<file path="src/rtl/sigmoid_pkg.sv">
// Shared constants for the piecewise-linear activation units: mode encoding,
// region encoding, breakpoints and segment intercepts, plus small helpers that
// scale them to a given fixed-point format.
package sigmoid_pkg;

    typedef enum logic {
        MODE_SIGMOID = 1'b0,
        MODE_RELU    = 1'b1
    } mode_e;

    // Region of |x| relative to the breakpoints 1.0, 2.375 and 5.0.
    typedef enum logic [1:0] {
        REG_LO  = 2'd0,   // |x| < 1
        REG_MID = 2'd1,   // 1 <= |x| < 2.375
        REG_HI  = 2'd2,   // 2.375 <= |x| < 5
        REG_SAT = 2'd3    // |x| >= 5
    } region_e;

    // Breakpoints in eighths: 1.0, 2.375, 5.0.
    localparam int BP_ONE_X8 = 8;
    localparam int BP_MID_X8 = 19;
    localparam int BP_SAT_X8 = 40;

    // Segment intercepts in 32nds: 0.5, 0.625, 0.84375.
    localparam int ICPT_LO_X32  = 16;
    localparam int ICPT_MID_X32 = 20;
    localparam int ICPT_HI_X32  = 27;

    // Fractional bits of the internal result. IN_FRAC+5 keeps a/32 exact; it is
    // widened when the output has more fraction bits, so rounding always has
    // at least one guard bit (narrow inputs are effectively zero-padded).
    function automatic int calc_frac(input int in_frac, input int out_w);
        if (in_frac + 5 > out_w) return in_frac + 5;
        return out_w + 1;
    endfunction

    // Breakpoint given in eighths, expressed with in_frac fractional bits.
    function automatic longint bp_scaled(input int bp_x8, input int in_frac);
        return (longint'(bp_x8) << in_frac) >>> 3;
    endfunction

endpackage

</file>
<file path="src/rtl/sigmoid_pwl_core.sv">
// Combinational body of the activation: selects the segment for the region of
// |x| and forms the unsigned result with shifts and adds only. Output has F2
// fractional bits; 1.0 is exactly representable. Negative-x mirroring for the
// sigmoid is done by the caller.
module sigmoid_pwl_core
    import sigmoid_pkg::*;
#(
    parameter int IN_FRAC = 12,
    parameter int F2      = IN_FRAC + 5
) (
    input  mode_e              mode,
    input  logic               sign,
    input  region_e            region,
    input  logic [IN_FRAC+2:0] a,      // |x|, only meaningful below 5.0
    output logic [F2+1:0]      y
);

    localparam int Y_W = F2 + 2;
    localparam int EXT = F2 - IN_FRAC - 5;

    localparam logic [Y_W-1:0] ONE       = Y_W'(1) << F2;
    localparam logic [Y_W-1:0] ICPT_LO   = Y_W'(ICPT_LO_X32) << (F2 - 5);
    localparam logic [Y_W-1:0] ICPT_MID  = Y_W'(ICPT_MID_X32) << (F2 - 5);
    localparam logic [Y_W-1:0] ICPT_HI   = Y_W'(ICPT_HI_X32) << (F2 - 5);

    logic [Y_W-1:0] a_y;

    // Segment select and slope/intercept evaluation for both modes.
    always_comb begin
        a_y = Y_W'(a);
        y   = '0;
        if (mode == MODE_RELU) begin
            if (sign)                  y = '0;
            else if (region == REG_LO) y = a_y << (5 + EXT);
            else                       y = ONE;
        end else begin
            case (region)
                REG_LO:  y = (a_y << (3 + EXT)) + ICPT_LO;
                REG_MID: y = (a_y << (2 + EXT)) + ICPT_MID;
                REG_HI:  y = (a_y << EXT) + ICPT_HI;
                default: y = ONE;
            endcase
        end
    end

endmodule

</file>
<file path="src/rtl/sigmoid_pwl_pipe.sv">
// Three-stage activation pipeline: S1 takes |x| and classifies it, S2 runs the
// PLAN/ReLU core, S3 mirrors negative sigmoid results, rounds half-up and
// clamps into the output register.
//
// Handshake: a sample moves on valid && ready at either port. The only stall
// source is out_valid && !out_ready; while stalled every stage (data and
// valid) holds, in_ready is low, and out_* stay stable. Bubbles travel
// through as invalid stages and are never squeezed out.
module sigmoid_pwl_pipe
    import sigmoid_pkg::*;
#(
    parameter int IN_W    = 22,
    parameter int IN_FRAC = 12,
    parameter int OUT_W   = 8
) (
    input  logic             clk,
    input  logic             reset,
    input  logic             in_valid,
    output logic             in_ready,
    input  logic [IN_W-1:0]  in_data,
    input  logic             in_mode,
    output logic             out_valid,
    input  logic             out_ready,
    output logic [OUT_W-1:0] out_data,
    output logic             out_sign,
    output logic             out_sat
);

    localparam int A_W = IN_W + 1;
    localparam int F2  = calc_frac(IN_FRAC, OUT_W);
    localparam int Y_W = F2 + 2;
    localparam int RSH = F2 - OUT_W;

    localparam logic [A_W-1:0] BP_ONE = A_W'(bp_scaled(BP_ONE_X8, IN_FRAC));
    localparam logic [A_W-1:0] BP_MID = A_W'(bp_scaled(BP_MID_X8, IN_FRAC));
    localparam logic [A_W-1:0] BP_SAT = A_W'(bp_scaled(BP_SAT_X8, IN_FRAC));

    localparam logic [Y_W:0] ONE_F = (Y_W + 1)'(1) << F2;
    localparam logic [Y_W:0] HALF  = (Y_W + 1)'(1) << (RSH - 1);
    localparam logic [Y_W:0] MAXV  = (Y_W + 1)'((1 << OUT_W) - 1);

    logic stall;

    // S1 inputs
    logic               in_sign;
    logic [A_W-1:0]     in_abs;
    region_e            in_region;

    // S1 registers
    logic               v1;
    mode_e              mode1;
    logic               sign1;
    logic [IN_FRAC+2:0] a1;
    region_e            region1;

    // S2 registers
    logic               v2;
    mode_e              mode2;
    logic               sign2;
    logic               sat2;
    logic [Y_W-1:0]     y2;

    logic [Y_W-1:0]     y_core;
    logic               sat_core;
    logic [Y_W:0]       y_flip;
    logic [Y_W:0]       y_rnd;
    logic [OUT_W-1:0]   data_next;

    assign stall    = out_valid && !out_ready;
    assign in_ready = !stall;

    // Magnitude in one extra bit so the most negative input negates exactly.
    always_comb begin
        in_sign = in_data[IN_W-1];
        in_abs  = in_sign ? (~{1'b1, in_data} + A_W'(1)) : {1'b0, in_data};
        if (in_abs >= BP_SAT)      in_region = REG_SAT;
        else if (in_abs >= BP_MID) in_region = REG_HI;
        else if (in_abs >= BP_ONE) in_region = REG_MID;
        else                       in_region = REG_LO;
    end

    // S1: capture mode, sign, |x| (low bits suffice below 5.0) and region.
    always_ff @(posedge clk) begin
        if (reset) begin
            v1      <= 1'b0;
            mode1   <= MODE_SIGMOID;
            sign1   <= 1'b0;
            a1      <= '0;
            region1 <= REG_LO;
        end else if (!stall) begin
            v1      <= in_valid;
            mode1   <= mode_e'(in_mode);
            sign1   <= in_sign;
            a1      <= in_abs[IN_FRAC+2:0];
            region1 <= in_region;
        end
    end

    sigmoid_pwl_core #(
        .IN_FRAC (IN_FRAC),
        .F2      (F2)
    ) u_core (
        .mode   (mode1),
        .sign   (sign1),
        .region (region1),
        .a      (a1),
        .y      (y_core)
    );

    // Saturation: sigmoid flat region, or ReLU at/above 1.0.
    always_comb begin
        if (mode1 == MODE_RELU) sat_core = !sign1 && (region1 != REG_LO);
        else                    sat_core = (region1 == REG_SAT);
    end

    // S2: hold the exact unrounded segment value.
    always_ff @(posedge clk) begin
        if (reset) begin
            v2    <= 1'b0;
            mode2 <= MODE_SIGMOID;
            sign2 <= 1'b0;
            sat2  <= 1'b0;
            y2    <= '0;
        end else if (!stall) begin
            v2    <= v1;
            mode2 <= mode1;
            sign2 <= sign1;
            sat2  <= sat_core;
            y2    <= y_core;
        end
    end

    // Mirror negative sigmoid results before rounding, then round half-up and clamp.
    always_comb begin
        if (mode2 == MODE_SIGMOID && sign2) y_flip = ONE_F - {1'b0, y2};
        else                                y_flip = {1'b0, y2};
        y_rnd = (y_flip + HALF) >> RSH;
        if (y_rnd > MAXV) data_next = '1;
        else              data_next = y_rnd[OUT_W-1:0];
    end

    // S3: output register.
    always_ff @(posedge clk) begin
        if (reset) begin
            out_valid <= 1'b0;
            out_data  <= '0;
            out_sign  <= 1'b0;
            out_sat   <= 1'b0;
        end else if (!stall) begin
            out_valid <= v2;
            out_data  <= data_next;
            out_sign  <= sign2;
            out_sat   <= sat2;
        end
    end

endmodule

</file>
<file path="config.mk">
export PLATFORM = sky130hd
export DESIGN_NAME = sigmoid_pwl_pipe
export DESIGN_NICKNAME = d
export VERILOG_FILES = /design/src/rtl/sigmoid_pkg.sv /design/src/rtl/sigmoid_pwl_core.sv /design/src/rtl/sigmoid_pwl_pipe.sv
export SDC_FILE = /design/constraint.sdc
export NUM_CORES = 1
export LEC_CHECK = 0
export BUFFER_PORTS_ARGS = -buffer_cell sky130_fd_sc_hd__buf_2
export CAP_MARGIN = 40
export CORE_MARGIN = 10
export CORE_UTILIZATION = 40
export DETAILED_ROUTE_END_ITERATION = 8
export SKIP_CTS_REPAIR_TIMING = 1
export SYNTH_ARGS = -nofsm -noshare
export SYNTH_HDL_FRONTEND = slang
export SYNTH_HIERARCHICAL = 1
export SYNTH_SLANG_ARGS = --single-unit
</file>
<file path="constraint.sdc">
create_clock -name clk -period 3.55 [get_ports clk]
set_clock_uncertainty 0.1 [all_clocks]
set_input_delay 0.71 -clock clk [delete_from_list [all_inputs] [get_ports clk]]
set_output_delay 0.71 -clock clk [all_outputs]
set_load 0.02 [all_outputs]
</file>
==> results of run 1 <==
[cell families (layout without fill, tap and decap cells)]
kind of cell | count (synthesis) | in the layout
AO/OA/AOI/OAI | 146 | 146
XOR/XNOR | 29 | 29
adder cells (fa/ha/maj) | 8 | 8
buffers and inverters | 58 | 73
flip-flops | 54 | 54
multiplexers | 10 | 10
AND/OR/NAND/NOR | 223 | 223
[metrics by stage]
step / instance area [um2] / total power [mW]
floorplan: 3970 / 1.01
global placement: 4180 / 1.11
detailed placement: 4200 / 1.12
CTS: 4340 / 1.62
global route: 4340 / 1.70
finish: 4340 / 1.61
[layout make-up]
type / count / area (um2)
fillers: 1050 / 5390
repair buffers: 48 / 278
clock buffers: 6 / 82.6
flip-flops and latches: 54 / 1080
multi-input cells: 416 / 2610
clock inverters: 2 / 60.1
well taps: 133 / 166
inverters: 17 / 63.8
[sequential cells by signal (all words and copies together) (netlist names)]
name       cells
v2             1
out_data       8
out_sat        1
mode1          1
mode2          1
region1        2
a1            15
sign2          1
sign1          1
out_sign       1
v1             1
y2            19
out_valid      1
sat2           1
[layout by cell type (no fill, tap or decap), types with 2 or more instances in the layout]
master / n
nand2_1: 84
dfxtp_1: 54
nor2_1: 44
a21oi_1: 38
buf_2: 38
a211oi_1: 25
inv_1: 16
xnor2_1: 16
nor2b_1: 16
nor3_1: 14
o21ai_0: 14
xor2_1: 13
a311oi_1: 10
nand3_1: 9
o31ai_1: 9
buf_4: 9
nor4_1: 8
ha_1: 8
o21ai_1: 7
mux2i_1: 7
nand2b_1: 6
a31oi_1: 6
nand4_1: 6
or3_1: 6
clkbuf_8: 6
and2_1: 5
or4_1: 4
a22oi_1: 4
o41ai_1: 4
o211ai_1: 3
o21a_1: 3
mux2_1: 3
or4_4: 2
or4b_1: 2
o22ai_1: 2
nand3b_1: 2
o311ai_1: 2
o221ai_1: 2
bufinv_16: 2
and2b_1: 2
[how the worst max path moves through the flow]
| stage | to | start |
|---|---|---|
| 3_3_place_gp | out_data[7]$_SDFFE_PP0N_ | mode2$_SDFFE_PP0N_ |
| 2_1_floorplan | out_data[7]$_SDFFE_PP0N_ | y2[5]$_SDFFE_PP0N_ |
| 6_report | out_data[7]$_SDFFE_PP0N_ | sign2$_SDFFE_PP0N_ |
| 4_1_cts | out_data[7]$_SDFFE_PP0N_ | sign2$_SDFFE_PP0N_ |
| 5_1_grt | out_data[7]$_SDFFE_PP0N_ | sign2$_SDFFE_PP0N_ |
| 3_5_place_dp | out_data[7]$_SDFFE_PP0N_ | sign2$_SDFFE_PP0N_ |
[power by group]
part           switching, mW  internal (mW)
Combinational          0.228          0.160
Sequential            0.0615          0.655
Clock                  0.207          0.301
Total                  0.497           1.12
[routing by layer]
metal / vias to the layer above / wire length (um) / global-route usage [%] / share of wire [%]
met3: 16 / 423 / 2.58 / 4.1
met4: 0 / 170 / 4.15 / 1.7
met2: 79 / 4770 / 23.2 / 47
met5: - / 0 / 0 / 0
met1: 1756 / 4870 / 18.0 / 48
li1: 1930 / - / - / -
[synthesized netlist by cell type (8+ instances only)]
cell type  count
ha_1           8
a311oi_1      10
xor2_1        13
a211oi_1      25
o31ai_1        9
nand2_1       84
clkbuf_1      28
nand3_1        9
xnor2_1       16
nor4_1         8
a21oi_1       39
inv_1         16
o21ai_0       14
nor2_1        44
nor2b_1       17
dfxtp_1       54
nor3_1        14
[critical path: stages, from the launching register on]
cell	delay, ps
dfxtp_1	460
nand2b_1	300
a21oi_2	280
xnor2_1	150
ha_1	270
nor4bb_1	370
a22oi_1	110
nand3_1	180
or3b_2	470
xnor2_1	140
a311oi_1	250
==> reports/metrics.cfg, run 1 <==
[synth]
synthesis.nets = 563
netlist_area_um2 = 3970
synth.top_cell.area_share_pct = 27.2
postSynthAreaPerCell_um2 = 7.52
synth_flop_cell = dfxtp_1
synthAdderAreaFrac_pct = 2.52
synth_edf_count = 0
synth_xor_area_share_pct = 6.40
yosysWarnings = 6
seq_area_frac_synth_pct = 27.2
yosys-top-cells-area = dfxtp_1, nand2_1, a21oi_1, a211oi_1, nor2_1
synthMuxAreaShare_pct = 2.61
synth_top_cell_by_area = dfxtp_1
yosysUniqueCellTypes = 71
synth_compound_area_share_pct = 25.4
synthSimpleGateAreaFrac_pct = 28.7
synth-seq-cells = 54
synthArstFlopShare_pct = 0
synthCells = 528
synth_top_family_by_area = simple AND/OR/NAND/NOR gates

[global_route]
groute.usage.overall_pct = 14.0
grt-ovfl-total = 0
grt_max_degree = 57
antenna_found_initial = 0
grt_pass1_wl_mm = 17.3
grt_pass1_vias = 3589

[clocking]
cts_buffers = 5
insertion_delay_ps = 310
cts.sinks = 54
clk_pin_slew_ps = 100
cts_tree = yes
cts_max_path_buffers = 2
root_buffer = clkbuf_8
htreeDepth = 2

[sta]
hold_viol = 0
setup_ws_ps = 386
period_needed_ps = 3160
fmax_mhz = 316
fin_crit_sh_pct = 89.1
whs_ps = 353
fin_setup_tns_ps = 0
drv_slew = 0
rsz0062_at_grt = no
max_slew_margin_pct = 57.2
worst_pin_slew_ps = 624
finalSetupViolCount = 0

[floorplan]
rows = 36
fp.dieW_um = 120
initial_utilization_pct = 40.8
coreArea_um2 = 9730
ios = 39
dieArea_um2 = 14300
die_h_um = 120

[worst_setup_path]
rr_endpoint = out_data[7]$_SDFFE_PP0N_
ff2ff_setup_slack_ps = 390
cp.required_ps = 3680
setup.worst_path.class = flop to flop
crit_path_max_fanout = 12
reg2reg_from = sign2$_SDFFE_PP0N_
cp-end-kind = flop
reg2regPathDepth = 10
critPathLaunchType = flop
arrival_ps = 3300

[place]
place_congestion = 0.850
dp_cells = 668
preCtsSetupSlack_ps = 351
io_buffers = 38
post-dp-hpwl_mm = 7.56

[detailed_routing]
drc = 0
vias_per_cell = 5.59
dr.pass1.iters = 4
drt_iter0_drc = 307
vias = 3781
ant_nets = 0
avgRoutedWirePerCell_um = 15.1
drt-total-wl_mm = 10.2

[cells_and_area]
nNetsFinal = 577
diodes = 0
area_growth_syn_to_layout_pct = 9.39
fin_cells = 676
drive_gt1_share_pct = 13.4
fin_util_pct = 44.7

[hold_path]
hold_depth = 2
min_path_type = flop to flop
hp-start = out_sat$_SDFFE_PP0N_
hold_end = out_sat$_SDFFE_PP0N_

[outcome]
status = complete, no violations

[power_and_ir_drop]
peakVddDrop_uv = 203
power_density_nw_per_um2 = 371
leakage_nw = 1.65

[flow_run]
drv_cap = 0

Note: power is estimated with default switching activity, not from simulation.
==> run 2, diff against run 1 <==
==> constraint.sdc (replaced) <==
create_clock -name clk -period 3.09 [get_ports clk]
set_clock_uncertainty 0.1 [all_clocks]
set_input_delay 0.618 -clock clk [delete_from_list [all_inputs] [get_ports clk]]
set_output_delay 0.618 -clock clk [all_outputs]
set_load 0.02 [all_outputs]
==> run 2 against run 1 <==
Against the previous run: critical path depth is 3 lower; total power is 6.6% higher; design area is 3.5% higher; clock-buffer cell count is 1 higher; worst setup slack worse by 260 ps; sequential cell count stayed put; sequential power is 14% higher; clock power is 19% lower; fmax is 6.8% higher; highest routed layer unchanged.
==> reports/metrics.cfg, run 2 (same netlist as run 1, synthesis figures left out) <==
[floorplan]
coreArea_um2 = 9730  ; unchanged
die_h_um = 120  ; unchanged
initial_utilization_pct = 40.8  ; unchanged
rows = 36  ; unchanged
dieArea_um2 = 14300  ; unchanged
fp.dieW_um = 120  ; unchanged
ios = 39  ; unchanged

[sta]
rsz0062_at_grt = yes  ; was no
worst_pin_slew_ps = 594  ; was 624 ps
fmax_mhz = 337  ; was 316 MHz
max_slew_margin_pct = 60.2  ; was 57.2%
fin_crit_sh_pct = 95.9  ; was 89.1%
drv_slew = 0  ; unchanged
setup_ws_ps = 126  ; was 386 ps
finalSetupViolCount = 0  ; unchanged
period_needed_ps = 2960  ; was 3160 ps
hold_viol = 0  ; unchanged

[detailed_routing]
drt-total-wl_mm = 10.5  ; was 10.2 mm
dr.pass1.iters = 5  ; was 4
vias = 3833  ; was 3781
vias_per_cell = 5.55  ; was 5.59
drt_iter0_drc = 352  ; was 307
avgRoutedWirePerCell_um = 15.3  ; was 15.1 um
ant_nets = 0  ; unchanged
drc = 0  ; unchanged

[global_route]
groute.usage.overall_pct = 14.0  ; about the same
grt-ovfl-total = 0  ; unchanged
grt_max_degree = 49  ; was 57
grt_pass1_wl_mm = 17.5  ; was 17.3 mm
antenna_found_initial = 0  ; unchanged
grt_pass1_vias = 3620  ; was 3589

[cells_and_area]
layout_common_cells = nand2_1, dfxtp_1, nor2_1, a21oi_1, buf_2  ; unchanged
nNetsFinal = 592  ; was 577
fillers = 1037  ; was 1050
reg_top3 = y2 x19, a1 x15, out_data x8  ; unchanged
multi_input_area_um2 = 2690  ; was 2610 um2
drive_gt1_share_pct = 17.4  ; was 13.4%
largest_register_ffs = 19  ; unchanged
largest-register = y2  ; unchanged
area_growth_syn_to_layout_pct = 13.2  ; was 9.39%
regArea_um2 = 1080  ; about the same
mostFrequentLayoutCell = nand2_1  ; unchanged
diodes = 0  ; unchanged

[clocking]
cts_buffers = 5  ; unchanged
insertion_delay_ps = 300  ; was 310 ps
cts.sinks = 54  ; unchanged
root_buffer = clkbuf_8  ; unchanged
clk_pin_slew_ps = 90  ; was 100 ps
cts_tree = yes  ; unchanged
cts_max_path_buffers = 2  ; unchanged
htreeDepth = 2  ; unchanged

[power_and_ir_drop]
p_int_mw = 1.15  ; was 1.12 mW
clock_power_share_pct = 23.9  ; was 31.5%
seqPwrFrac_pct = 47.7  ; was 44.4%
power_density_nw_per_um2 = 382  ; was 371 nW/um2
peakVddDrop_uv = 175  ; was 203 uV
leakage_nw = 1.73  ; was 1.65 nW
p_sw_mw = 0.573  ; was 0.497 mW
power_frac_comb_pct = 28.4  ; was 24.1%
power_mw = 1.72  ; was 1.61 mW
swShare_pct = 33.4  ; was 30.8%

[worst_setup_path]
cp.required_ps = 3160  ; was 3680 ps
crit_path_max_fanout = 8  ; was 12
arrival_ps = 3030  ; was 3300 ps
cp-end-kind = flop  ; unchanged
critPathLaunchType = flop  ; unchanged
setup.worst_path.class = flop to flop  ; unchanged

[flow_run]
drv_cap = 0  ; unchanged

[place]
preCtsSetupSlack_ps = 72.3  ; was 351 ps
place_congestion = 0.862  ; was 0.850
post-dp-hpwl_mm = 7.81  ; was 7.56 mm
io_buffers = 38  ; unchanged

[hold_path]
min_path_type = flop to flop  ; unchanged

[outcome]
status = complete, no violations  ; unchanged

run 2: cell count changes in the layout (fill, tap and decap cells not counted), sizes merged:
cell,before,now
buf,48,63
bufinv,2,0
clkbuf,6,7
clkinv,0,1
run 2: critical path, stage by stage (launching register included):
cell and delay [ps]:
dfxtp_1 410, or4b_1 660, o22ai_1 230, nor3_2 100, or2_4 290, or4_4 560
o221ai_4 320, a311oi_1 150
run 2: cell type report:
class / instances / share of cell area, %
clock buffer: 7 / 1.92
clock inverter: 1 / 0.111
inverter: 17 / 1.42
multi-input combinational: 416 / 59.9
sequential: 54 / 24.1
tap: 133 / 3.70
timing repair buffer: 63 / 8.85
run 2: final timing paths:
path,slack [ps],cells after the start,start,endpoint
setup / recovery,130,7,mode2$_SDFFE_PP0N_,out_data[3]$_SDFFE_PP0N_
hold / removal,350,2,out_sign$_SDFFE_PP0N_,out_sign$_SDFFE_PP0N_
setup reg to reg,130,7,mode2$_SDFFE_PP0N_,out_data[3]$_SDFFE_PP0N_
hold reg to reg,350,2,out_sign$_SDFFE_PP0N_,out_sign$_SDFFE_PP0N_
run 2: power by group through the flow:
stage | sequential (mW) | combinational [mW] | clock, mW
after floorplan | 0.827 | 0.334 | 0
after global placement | 0.836 | 0.455 | 0
after detailed placement | 0.832 | 0.472 | 0
after CTS | 0.816 | 0.475 | 0.426
after global routing | 0.830 | 0.539 | 0.445
final | 0.819 | 0.488 | 0.411
run 2: stage by stage:
step / utilization, % / cells / hold WS (ps) / setup TNS, ps / area (um2)
after floorplan: - / 528 / 332 / 0 / 3980
after global placement: 44.0 / 680 / 337 / 0 / 4280
after detailed placement: 44.4 / 682 / 344 / 0 / 4320
after CTS: 45.3 / 690 / 356 / 0 / 4410
after global routing: 46.2 / 691 / 397 / -56.2 / 4490
final: 46.2 / 691 / 354 / 0 / 4490
run 2: routing by layer:
metal / GRT usage [%] / vias to the layer above / part of all wire (%) / routed length [um]
met2: 24.3 / 93 / 48 / 5020
met4: 3.70 / 0 / 1.3 / 139
met5: 0 / - / 0 / 0
met1: 17.8 / 1779 / 47 / 4960
met3: 2.06 / 8 / 4.0 / 417
li1: - / 1953 / - / -
==> run 3, diff against run 2 <==
--- a/config.mk
+++ b/config.mk
@@ -7,8 +7,10 @@
 export LEC_CHECK = 0
 export BUFFER_PORTS_ARGS = -buffer_cell sky130_fd_sc_hd__buf_2
 export CAP_MARGIN = 40
+export CORE_ASPECT_RATIO = 1.25
 export CORE_MARGIN = 10
 export CORE_UTILIZATION = 40
+export CTS_BUF_LIST = sky130_fd_sc_hd__clkbuf_4
 export DETAILED_ROUTE_END_ITERATION = 8
 export SKIP_CTS_REPAIR_TIMING = 1
 export SYNTH_ARGS = -nofsm -noshare
==> run 3 against run 2 <==
Against the previous run: first-iteration DRC count fell by 54%; worst setup slack improved by 65 ps; global-route usage grew 0.39 points; combinational power shrank 0.8%; hold slack better by 6.8 ps; sequential share of layout area grew 0.24 points; non-clock buffer count rose by 1; core utilization fell by 0.17 points; total power fell by 1.4%; clock-buffer cell count down 2; wire length fell by 0.11%; critical path depth unchanged.
==> reports/metrics.cfg, run 3 (same netlist as run 1, synthesis figures left out) <==
[worst_setup_path]
critPathLaunchType = flop  ; unchanged
cp.required_ps = 3260  ; was 3160 ps
arrival_ps = 3070  ; was 3030 ps
slowest_delay_ps = 620  ; was 660 ps
crit_path_max_fanout = 8  ; unchanged
crit_family = simple AND/OR/NAND/NOR gates  ; unchanged
setup.worst_path.class = flop to flop  ; unchanged
critical_path_buf_inv_count = 0  ; unchanged
crit_top_cell = or4_4
crit_chain = or4_4, o32ai_2, a22oi_2, or2_4, or4_4, o221ai_4, a311oi_1  ; was or4b_1, o22ai_1, nor3_2, or2_4, or4_4, o221ai_4, a311oi_1
slowest_stage = or4_4  ; was or4b_1
cp-end-kind = flop  ; unchanged

[power_and_ir_drop]
power_density_nw_per_um2 = 381  ; was 382 nW/um2
leakage_nw = 1.71  ; was 1.73 nW
peakVddDrop_uv = 170  ; was 175 uV

[detailed_routing]
vias = 3838  ; was 3833
ant_nets = 0  ; unchanged
drt_iter0_drc = 163  ; was 352
drc = 0  ; unchanged
dr.pass1.iters = 5  ; unchanged
vias_per_cell = 5.60  ; was 5.55
drt-total-wl_mm = 10.5  ; about the same
avgRoutedWirePerCell_um = 15.4  ; was 15.3 um

[cells_and_area]
reg_top3 = y2 x19, a1 x15, out_data x8  ; unchanged
drive_gt1_share_pct = 17.0  ; was 17.4%
area_growth_syn_to_layout_pct = 11.9  ; was 13.2%
mostFrequentLayoutCell = nand2_1  ; unchanged
largest_register_ffs = 19  ; unchanged
layout_common_cells = nand2_1, dfxtp_1, nor2_1, a21oi_1, buf_2  ; unchanged
fin_cells = 685  ; was 691
largest-register = y2  ; unchanged
regArea_um2 = 1080  ; about the same
fillers = 999  ; was 1037
nNetsFinal = 593  ; was 592
multi_input_area_um2 = 2670  ; was 2690 um2

[clocking]
cts_max_path_buffers = 2  ; unchanged
clk_pin_slew_ps = 150  ; was 90 ps
cts_tree = yes  ; unchanged
insertion_delay_ps = 380  ; was 300 ps
cts.sinks = 54  ; unchanged
root_buffer = clkbuf_4  ; was clkbuf_8
cts_buffers = 5  ; unchanged
htreeDepth = 2  ; unchanged

[floorplan]
rows = 40  ; was 36
coreArea_um2 = 9660  ; was 9730 um2
dieArea_um2 = 14300  ; about the same
ios = 39  ; unchanged
initial_utilization_pct = 41.1  ; was 40.8%
die_h_um = 131  ; was 120 um
fp.dieW_um = 109  ; was 120 um

[sta]
finalSetupViolCount = 0  ; unchanged
period_needed_ps = 2900  ; was 2960 ps
setup_ws_ps = 191  ; was 126 ps
fmax_mhz = 345  ; was 337 MHz
drv_slew = 0  ; unchanged
hold_viol = 0  ; unchanged
fin_setup_tns_ps = 0  ; unchanged
max_slew_margin_pct = 40.5  ; was 60.2%
fin_crit_sh_pct = 93.8  ; was 95.9%
whs_ps = 360  ; was 354 ps
worst_pin_slew_ps = 891  ; was 594 ps

[global_route]
grt_pass1_vias = 3761  ; was 3620
grt-ovfl-total = 0  ; unchanged
groute.usage.overall_pct = 14.4  ; was 14.0%
grt_pass1_wl_mm = 17.5  ; about the same
antenna_found_initial = 1  ; was 0
grt_max_degree = 40  ; was 49

[place]
dp_cells = 676  ; was 682
preCtsSetupSlack_ps = 59.3  ; was 72.3 ps
io_buffers = 38  ; unchanged
post-dp-hpwl_mm = 8.03  ; was 7.81 mm
place_congestion = 0.880  ; was 0.862

[flow_run]
drv_cap = 0  ; unchanged

[outcome]
status = complete, no violations  ; unchanged

[hold_path]
min_path_type = flop to flop  ; unchanged

[run 3: cell count changes in the layout (fill, tap and decap cells not counted), sizes merged]
cell | previous run | this run
buf | 63 | 64
bufinv | 0 | 1
clkbuf | 7 | 5
diode | 0 | 1
[run 3: path summary, 6_finish.rpt]
check	slack, ps	depth (start not counted)	to	startpoint
worst min register to register	360	2	out_sat$_SDFFE_PP0N_	out_sat$_SDFFE_PP0N_
worst min-delay path	360	2	out_sat$_SDFFE_PP0N_	out_sat$_SDFFE_PP0N_
worst max register to register	190	7	out_data[4]$_SDFFE_PP0N_	y2[5]$_SDFFE_PP0N_
worst max-delay path	190	7	out_data[4]$_SDFFE_PP0N_	y2[5]$_SDFFE_PP0N_
[run 3: area by class of cell]
cell class / count / area share [%]
Timing Repair Buffer: 64 / 8.95
Multi-Input combinational cell: 416 / 60.1
Tap cell: 126 / 3.55
Antenna cell: 1 / 0.0563
Clock inverter: 2 / 0.760
Inverter: 17 / 1.44
Sequential cell: 54 / 24.3
Clock buffer: 5 / 0.844
[run 3: worst reg2reg max path, stage by stage (launching register included)]
cell	delay [ps]
dfxtp_1	370
or4_4	620
o32ai_2	290
a22oi_2	130
or2_4	290
or4_4	550
o221ai_4	300
a311oi_1	150
[run 3: stage by stage]
step / total power, mW / instance area (um2) / util, %
after floorplan: 1.16 / 3980 / -
after global placement: 1.30 / 4290 / 44.4
after detailed placement: 1.31 / 4310 / 44.6
after CTS: 1.70 / 4380 / 45.3
after global routing: 1.80 / 4450 / 46.0
final: 1.69 / 4450 / 46.0
[run 3: per-layer routing]
metal / up-vias / track usage [%] / share of wire, %
li1: 1955 / - / -
met1: 1808 / 16.3 / 44
met2: 61 / 26.0 / 51
met3: 14 / 1.91 / 2.4
met4: 0 / 5.80 / 2.5
met5: - / 0 / 0
[run 3: report_power, final]
group          leakage, nW  total, mW  internal, mW  switching, mW
Sequential           0.446      0.824         0.753         0.0714
Combinational         1.23      0.484         0.212          0.273
Clock               0.0387      0.386         0.164          0.222
Total                 1.71       1.69          1.13          0.566
